### src/rtl/register_loader.sv
// Register-bank loader: accepts NUM_REGS words on a valid/ready stream and writes word i to
// register i through a one-cycle active-low strobe. Optional abort input: REGISTER_LOADER_ABORT_EN.
module register_loader #(
  parameter int unsigned DATAWIDTH_BUS = 8,
  parameter int unsigned NUM_REGS      = 9,
  parameter int unsigned CNT_WIDTH     = 4
) (
  input  logic                     register_loader_CLOCK,
  input  logic                     register_loader_Reset_InHigh,
  input  logic                     register_loader_Start_InHigh,
  input  logic [DATAWIDTH_BUS-1:0] register_loader_DataInBUS,
  input  logic                     register_loader_DataInValid,
`ifdef REGISTER_LOADER_ABORT_EN
  input  logic                     register_loader_Abort_InHigh,
`endif
  output logic                     register_loader_DataInReady,
  output logic [DATAWIDTH_BUS-1:0] register_loader_DataOutBUS,
  output logic [NUM_REGS-1:0]      register_loader_Load_InLow,
  output logic                     register_loader_Busy,
  output logic                     register_loader_Done
);

  typedef enum logic [1:0] {StIdle, StAccept, StWrite, StDone} state_e;

  localparam logic [CNT_WIDTH-1:0] LastIdx = CNT_WIDTH'(NUM_REGS - 1);

  state_e                   state_q, state_d;
  logic [CNT_WIDTH-1:0]     index_q, index_d;
  logic [DATAWIDTH_BUS-1:0] data_q, data_d;
  logic [NUM_REGS-1:0]      load_q, load_d;
  logic                     abort;

`ifdef REGISTER_LOADER_ABORT_EN
  assign abort = register_loader_Abort_InHigh;
`else
  assign abort = 1'b0;
`endif

  always_ff @(posedge register_loader_CLOCK or posedge register_loader_Reset_InHigh) begin
    if (register_loader_Reset_InHigh) begin
      state_q <= StIdle;
      index_q <= '0;
      data_q  <= '0;
      load_q  <= '1;
    end else begin
      state_q <= state_d;
      index_q <= index_d;
      data_q  <= data_d;
      load_q  <= load_d;
    end
  end

  always_comb begin
    state_d = state_q;
    index_d = index_q;
    data_d  = data_q;
    load_d  = load_q;
    unique case (state_q)
      StIdle: begin
        if (register_loader_Start_InHigh) begin
          index_d = '0;
          state_d = StAccept;
        end
      end
      StAccept: begin
        // Abort wins over a word arriving in the same cycle.
        if (abort) begin
          load_d  = '1;
          state_d = StIdle;
        end else if (register_loader_DataInValid) begin
          data_d  = register_loader_DataInBUS;
          load_d  = ~(NUM_REGS'(1) << index_q);
          state_d = StWrite;
        end
      end
      StWrite: begin
        load_d = '1;
        if (abort) begin
          state_d = StIdle;
        end else if (index_q == LastIdx) begin
          state_d = StDone;
        end else begin
          index_d = index_q + 1'b1;
          state_d = StAccept;
        end
      end
      StDone: begin
        state_d = StIdle;
      end
      default: begin
        state_d = StIdle;
      end
    endcase
  end

  assign register_loader_DataInReady = (state_q == StAccept);
  assign register_loader_Busy        = (state_q == StAccept) || (state_q == StWrite);
  assign register_loader_Done        = (state_q == StDone);
  assign register_loader_DataOutBUS  = data_q;
  assign register_loader_Load_InLow  = load_q;

endmodule

### config.mk
export PLATFORM = sky130hd
export DESIGN_NAME = register_loader
export DESIGN_NICKNAME = d
export VERILOG_FILES = /design/src/rtl/register_loader.sv
export SDC_FILE = /design/constraint.sdc
export NUM_CORES = 1
export LEC_CHECK = 0
export CORE_AREA = 2 2 72 74
export CTS_CLUSTER_SIZE = 14
export DETAILED_ROUTE_END_ITERATION = 10
export DIE_AREA = 0 0 74 76
export SLEW_MARGIN = 10
export SYNTH_ARGS = -nofsm -noshare
export SYNTH_HDL_FRONTEND = slang
export SYNTH_SLANG_ARGS = --single-unit
### constraint.sdc
create_clock -name register_loader_CLOCK -period 1.4 [get_ports register_loader_CLOCK]
set_input_delay 0.28 -clock register_loader_CLOCK [delete_from_list [all_inputs] [get_ports register_loader_CLOCK]]
set_output_delay 0.28 -clock register_loader_CLOCK [all_outputs]
set_load 0.01 [all_outputs]
==> results.toml <==
[yosys]
synthCells = 101
syn_area_per_cell_um2 = 11.5
ys_seq_area_share_pct = 50.5
yosysWarnings = 0
synth_area_mm2 = 0.00116
synth_top_cell_area_share_pct = 30.2
yosysTopAreaCell = "dfrtp_1"
ys_seq_elements = 23
synth_fp_nets = 124
synthTopCellsByArea = "dfrtp_1, dfstp_2, ha_1, mux2_2, a21oi_1"
synth_cell_type_count = 25

[grt]
grt_remaining_overflow = 0
grt_pass1_vias = 982
grt_start_max_net_pins = 24
antenna_found_initial = 0
gr-usage-all-layers_pct = 9.58
grt_pass1_wl_um = 4310

[pwr]
total_power_mw = 3.57
cellInternalPower_mw = 2.26
pwr-share-comb_pct = 60.1
clockPowerShare_pct = 11.3
netSwitchingFraction_pct = 36.7
ir_drop_v = 0.000868
p_switching_mw = 1.31
power_frac_seq_pct = 28.6
power_density_mw_per_mm2 = 1900
power.leakage_nw = 0.778

[status]
violations = "negative setup slack"
status = "finished with violations"

[clock_network]
clk_latency_ns = 0.26
cts_tree = "built"
h-tree-depth = 1
cts_buffers = 3
cts_buffer_depth = 2
cts_root_buf = "clkbuf_8"
cts.sinks = 23
ctsHoldBuffers = 0
cts.clk_slew.worst_paths_ns = 0.08

[floorplanning]
rows = 26
start_util_pct = 23.6
fp.coreArea_mm2 = 0.00491
die_height_um = 76
io_pins = 32
die-area_mm2 = 0.00562
die_width_um = 74

[worst_setup_path]
end_kind = "register"
critPathKind = "reg2reg"
crit_path_top_delay_cell = "dfrtp_1"
cp_num_buf_inv = 1
cp_slowest_stage_delay_ns = 0.40
cp.arrival_ns = 1.64
worst_setup_path_start_kind = "register"
critical_path_required_ns = 1.59
path_max_fanout = 4
crit_family = "flip-flops"
worstPathCellList = "inv_2 > ha_4 > nor2b_4 > a311oi_4 > mux2i_1"

[sta]
hold-worst-slack_ns = 0.371
fin_skew_ns = 0.00188
fmax_mhz = 686
rsz0062_at_grt = "true"
slew_headroom_pct = 77.3
tns_ns = -0.462
period_needed_ns = 1.46
hold_viol = 0
slew_violations = 0
worstMarginPinSlew_ns = 0.341
layout_setup_ws_ns = -0.0583
setup_viol = 14
period_share_pct = 104

[route]
detail_route.wl_per_cell_um = 12.2
via_per_inst = 4.28
dr.pass1.iters = 4
finalWirelength_um = 2680
drc = 0
drt_iter0_drc = 33
antenna_left = 0
via_count = 941

[layout]
layoutNonFillerInstCount = 220
drive_above_1_share_pct = 42.7
area_growth_pct = 62.1
final_common_cell = "dlygate4sd2_1"
nets = 174
layout_common_cells = "dlygate4sd2_1, dfrtp_1, clkdlybuf4s50_1, buf_4, dfstp_2"
diodes = 0
final_util_pct = 38.3

[job]
maxCapViolations = 0

[placed_design]
place_inst = 211
io_buffers = 31
hpwl_um = 1910
gp_congestion = 0.803

[hold_path]
hold_path_class = "in2async"
==> power groups by stage <==
stage	sequential (mW)	combinational, mW	clock, mW
5_1_grt	1.05	2.35	0.450
2_1_floorplan	1.12	0.918	0
3_3_place_gp	1.02	1.80	0
6_report	1.02	2.15	0.403
3_5_place_dp	1.04	1.84	0
4_1_cts	1.02	1.89	0.419
==> state kept, by name (all words and copies together) (netlist names) <==
signal / flops
state_q: 2
register_loader_DataOutBUS: 8
index_q: 4
register_loader_Load_InLow: 9
==> logic make-up after synthesis <==
| kind of cell | Yosys count | share of synthesized area [%] |
|---|---|---|
| DFF | 23 | 50.5 |
| adders and majority gates | 11 | 11.9 |
| and+or+nand+nor | 29 | 12.6 |
| AOI/OAI and AO/OA | 17 | 10.5 |
| muxes | 12 | 11.3 |
| buffers and inverters | 9 | 3.23 |
==> final timing paths <==
check                                                                   start  cells after the start                                   endpoint  slack, ns
setup / recovery                                       state_q[0]$_DFFE_PP0P_                      5                     index_q[1]$_DFFE_PP0P_      -0.06
max in group asynchronous                        register_loader_Reset_InHigh                      3  register_loader_Load_InLow[1]$_DFFE_PP1P_       0.74
min in group register_loader_CLOCK  register_loader_DataOutBUS[1]$_DFFE_PP0P_                      1  register_loader_DataOutBUS[1]$_DFFE_PP0P_       0.50
hold reg to reg                     register_loader_DataOutBUS[1]$_DFFE_PP0P_                      1  register_loader_DataOutBUS[1]$_DFFE_PP0P_       0.50
setup reg to reg                                       state_q[0]$_DFFE_PP0P_                      5                     index_q[1]$_DFFE_PP0P_      -0.06
hold / removal                                   register_loader_Reset_InHigh                      3  register_loader_DataOutBUS[0]$_DFFE_PP0P_       0.37
==> cell type report <==
type | instances | area (um2)
Timing Repair Buffer | 47 | 452
Inverter | 6 | 22.5
Fill cell | 482 | 3030
Tap cell | 70 | 87.6
Sequential cell | 23 | 587
Multi-Input combinational cell | 70 | 688
Clock buffer | 4 | 45.0
==> routing by layer <==
layer  wire length, um  GRT usage [%]  vias to the layer above
met5                 0              0                        -
met4                36           3.45                        0
met3               166           2.25                        4
met2              1320           16.2                       32
met1              1150           11.7                      459
li1                  -              -                      446
==> timing repair <==
action,in CTS,in global routing
endpoints found under the hold margin,0,0
setup endpoints to repair,34,24
resized for setup,39,15
pin swaps,3,4
setup buffers,2,1
gates cloned,0,2
==> cell usage after synthesis <==
master	count
and2_1	1
nor4_1	1
a31oi_1	3
nor4_2	1
dfrtp_1	14
nand3b_1	1
nor2_1	11
nor3_1	2
a311oi_4	1
inv_1	6
dfstp_2	9
mux2i_1	3
a21oi_1	9
nand2_1	5
nor2b_1	1
o31ai_1	1
o21ai_0	1
nor2b_2	1
a31o_2	1
nand3_1	2
ha_1	11
mux2_2	9
o32a_1	1
buf_2	3
nand2b_1	3
==> metrics by stage <==
stage	setup slack [ns]	cell area [um2]
finish	-0.0583	1880
global route	-0.173	1880
CTS	-0.0797	1770
detailed placement	-0.168	1690
global placement	-0.142	1690
floorplan	0.00814	1200
==> worst reg2reg max path, stage by stage (launching register included) <==
cell	delay [ns]
dfrtp_1	0.40
inv_2	0.09
ha_4	0.18
nor2b_4	0.13
a311oi_4	0.35
mux2i_1	0.23
(Power assumes the default switching activity.)
==> edit 1 (same settings) <==
`NUM_REGS`: 9 -> 18.
--- a/src/rtl/register_loader.sv
+++ b/src/rtl/register_loader.sv
@@ -4,3 +4,3 @@
   parameter int unsigned DATAWIDTH_BUS = 8,
-  parameter int unsigned NUM_REGS      = 9,
+  parameter int unsigned NUM_REGS      = 18,
   parameter int unsigned CNT_WIDTH     = 4
Interface: changed (resized register_loader_Load_InLow); port bits go from 32 to 41. No check against the original RTL was run, so the function may have changed too.
==> edit 1 against the original RTL <==
- the flow still finishes with violations (negative setup slack)
- synthesized area grew 25%
- critical path type unchanged
- first-iteration DRC count shrank 12%
- power grew 36%
- highest routed layer unchanged
- count of clock-buffer cells in the layout grew 3
- global-route usage grew 4.7 points
- setup slack lost 0.11 ns
- routed wire length grew 38%
- final area grew 35%
- clock power grew 76%
- sequential cell count grew 7
==> edit 1: results (changes against the original RTL) <==
Status - finished, violations left
Failing checks - negative setup slack
Setup Viol. Count Final - 24 (+10)
Setup Total Neg Slack - -3.030 ns (-2.568 ns)
Area of placed instances - 2093 um2 (+24%)
Top post-synthesis cells by area - dfstp_2 (29%), dfrtp_1 (24%), ha_1 (9.5%)
Sequential power share - 26.1% (-2.5 points)
Synth Area in Compound Gates - 8.103% (-2.3 points)
Most frequent cells after synthesis - nor2_1 (19), dfstp_2 (16), dfrtp_1 (14)
Routability congestion estimate from global placement - 0.7322 (-8.8%)
Detailed Route WL - 3696 um (+38%)
GRT Overall Usage - 14.24% (+4.7 points)
Vias - 1194 (+27%)
Top FF cell, synth - dfstp_2
# fillers - 423 (-12%)
Reg2Reg Capture Point - register_loader_Load_InLow[4]$_DFFE_PP1P_
Buffer share of cell area - 24.83% (+0.82 points)
Sequential cell area - 770.7 um2 (+31%)
Clock-cell share - 3.603% (+1.2 points)
Max reg flops - 16 (+7)
WL met2 - 1955 um (+48%)
Clk_skew - 0.005282 ns (+0.003405 ns)
First-pass GRT wire length - 6009 um (+39%)
R2R depth - 7 (+2)
Setup ws final - -0.1660 ns (-0.1077 ns)
Fin util - 51.60% (+13 points)
Post-CTS Setup Inserts - 5 (+3)
PortBufs - 38 (+23%)
Area of the multi-input gates - 930.9 um2 (+35%)
Cts bufs inserted - 5 (+2)
## edit 1: per-layer routing
metal	vias up	GRT usage [%]
met5	-	0
met4	0	5.455
met3	10	4.497
met2	28	25.00
met1	594	15.57
li1	562	-
## edit 1: worst min path at each step
stage	endpoint	slack, ns	from
floorplan	index_q[0]$_DFFE_PP0P_	0.36	register_loader_Reset_InHigh
global placement	register_loader_DataOutBUS[2]$_DFFE_PP0P_	0.49	register_loader_DataOutBUS[2]$_DFFE_PP0P_
detailed placement	register_loader_Load_InLow[15]$_DFFE_PP1P_	0.49	register_loader_Load_InLow[15]$_DFFE_PP1P_
CTS	register_loader_DataOutBUS[7]$_DFFE_PP0P_	0.34	register_loader_Reset_InHigh
global route	register_loader_DataOutBUS[7]$_DFFE_PP0P_	0.34	register_loader_Reset_InHigh
finish	register_loader_DataOutBUS[7]$_DFFE_PP0P_	0.34	register_loader_Reset_InHigh
==> edit 2 (same settings) <==
Made on the original files. `data_q` no longer has a reset.
--- a/src/rtl/register_loader.sv
+++ b/src/rtl/register_loader.sv
@@ -42,3 +42,2 @@
       index_q <= '0;
-      data_q  <= '0;
       load_q  <= '1;
@@ -47,5 +46,8 @@
       index_q <= index_d;
-      data_q  <= data_d;
       load_q  <= load_d;
     end
+  end
+
+  always_ff @(posedge register_loader_CLOCK) begin
+    data_q <= data_d;
   end
Function: differs if register_loader_Reset_InHigh is asserted again (counterexample within 4 cycles, from zero or initial values and one cycle with register_loader_Reset_InHigh high); with register_loader_Reset_InHigh held inactive, the same outputs for 10 cycles.
==> edit 2 against the original RTL <==
- the run still ends with negative setup slack left
- power is 8.5% lower
- sequential cell count unchanged
- sequential share of layout area grew 4.5 points
- routed wire length up 1.9%
- clock skew is 0.0022 ns higher
- synthesized area decreased by 5.4%
- hold slack lost 0.068 ns
- final area is 6.6% lower
- first-iteration DRC count is 18% lower
- setup slack better by 0.013 ns
- highest routed layer unchanged
==> edit 2: results (changes against the original RTL) <==
Yosys cell types - 24 (-4.0%)
H-Tree Depth - 1 (unchanged)
Worst hold path class - input port to async pin
Fraction of layout cells with a size suffix above 1 - 38.30% (-4.4 points)
Number of synthesized flops with an enable pin - 8 (+8)
Post-DP HPWL - 1872 um (-2.2%)
GRT Overall Usage - 9.788% (+0.21 points)
TritonRoute pass-1 iters - 6 (+2)
First-pass GRT wire length - 4257 um (-1.3%)
Post-synthesis sequential area ratio - 57.06% (+6.5 points)
Vias - 889 (-5.5%)
# fillers - 502 (+4.1%)
Area of placed instances - 1579 um2 (-6.6%)
Synth Net Count - 116 (-6.5%)
Clk_skew - 0.004099 ns (+0.002222 ns)
Max IR drop VDD - 0.0006157 V (-29%)
Most frequent cells after synthesis - nor2_1 (14), a31oi_1 (11), ha_1 (11)
Status - finished, violations left
Setup ws final - -0.04502 ns (+0.01324 ns)
Initial antenna violation count - 0 (unchanged)
Setup Total Neg Slack - -0.08168 ns (+0.3802 ns)
Slew margin rel. - 81.00% (+3.7 points)
Crit-path max FO - 8 (+4)
Vias in the first global route - 917 (-6.6%)
Setup Viol. Count Final - 4 (-10)
Largest net degree at the start of global routing - 16 (-33%)
Leakage power - 0.0007075 uW (-9.0%)
Failing checks - negative setup slack
Routability congestion estimate from global placement - 0.8387 (+4.4%)
Final net count - 165 (-5.2%)
DRT iter0 DRCs - 27 (-18%)
Top post-synthesis cells by area - edfxtp_1 (22%), dfstp_2 (22%), dfrtp_1 (14%)
Detailed Route WL - 2725 um (+1.9%)
Ys async rst share - 65.22% (-35 points)
## edit 2: per-stage QoR
| step | worst slack [ns] | instances | power, uW |
|---|---|---|---|
| floorplan | 0.01291 | 93 | 1858 |
| global placement | -0.08414 | 201 | 2442 |
| detailed placement | -0.09340 | 201 | 2491 |
| CTS | -0.1252 | 209 | 3095 |
| global route | -0.07479 | 211 | 3495 |
| finish | -0.04502 | 211 | 3269 |
## edit 2: area by class of cell
type | count | area [um2] | area share [%]
Clock buffer | 4 | 45.04 | 2.564
Inverter | 8 | 30.03 | 1.709
Multi-Input combinational cell | 60 | 549.3 | 31.27
Sequential cell | 23 | 626.9 | 35.68
Tap cell | 70 | 87.58 | 4.986
Timing Repair Buffer | 46 | 417.9 | 23.79
## edit 2: cell families (layout without fill, tap and decap cells)
kind of cell             count (synthesis)  after routing  share of synthesized area [%]
AND/OR/NAND/NOR                         29             29                          13.90
flip-flops                              23             23                          57.06
AO/OA/AOI/OAI                           18             18                          10.59
adder cells (fa/ha/maj)                 11             11                          12.53
buffers and inverters                   11             58                          4.555
multiplexers                             1              2                          1.366
## edit 2: report_power, final
part	internal [uW]	leakage [uW]	switching, uW
clock network	204	0.0000228	213
logic	895	0.000439	916
registers	910	0.000246	131
## edit 2: timing repair
action,4_1_cts,5_1_grt
setup buffers,3,3
cloned,1,0
gates resized for setup,43,15
setup endpoints to repair,33,26
pin swaps,4,4
## edit 2: path summary, 6_finish.rpt
kind	to	slack, ns
setup / recovery	register_loader_Load_InLow[5]$_DFFE_PP1P_	-0.05
hold / removal	state_q[1]$_DFFE_PP0P_	0.30
setup reg to reg	register_loader_Load_InLow[5]$_DFFE_PP1P_	-0.05
hold reg to reg	register_loader_Load_InLow[6]$_DFFE_PP1P_	0.50
max in group asynchronous	register_loader_Load_InLow[7]$_DFFE_PP1P_	0.85
min in group register_loader_CLOCK	register_loader_Load_InLow[6]$_DFFE_PP1P_	0.50
## edit 2: layer usage
metal	vias to the layer above	part of all wire [%]	wire, um	track usage [%]
met5	-	0	0	0
met4	0	1.9	53	4.909
met3	5	8.4	230	2.778
met2	34	52	1408	17.14
met1	425	38	1032	10.38
li1	425	-	-	-
## edit 2: critical path, stage by stage, from the launching register on
cell	delay (ns)
dfrtp_1	0.41
buf_6	0.13
ha_4	0.15
buf_6	0.12
mux2_4	0.37
a31oi_1	0.20
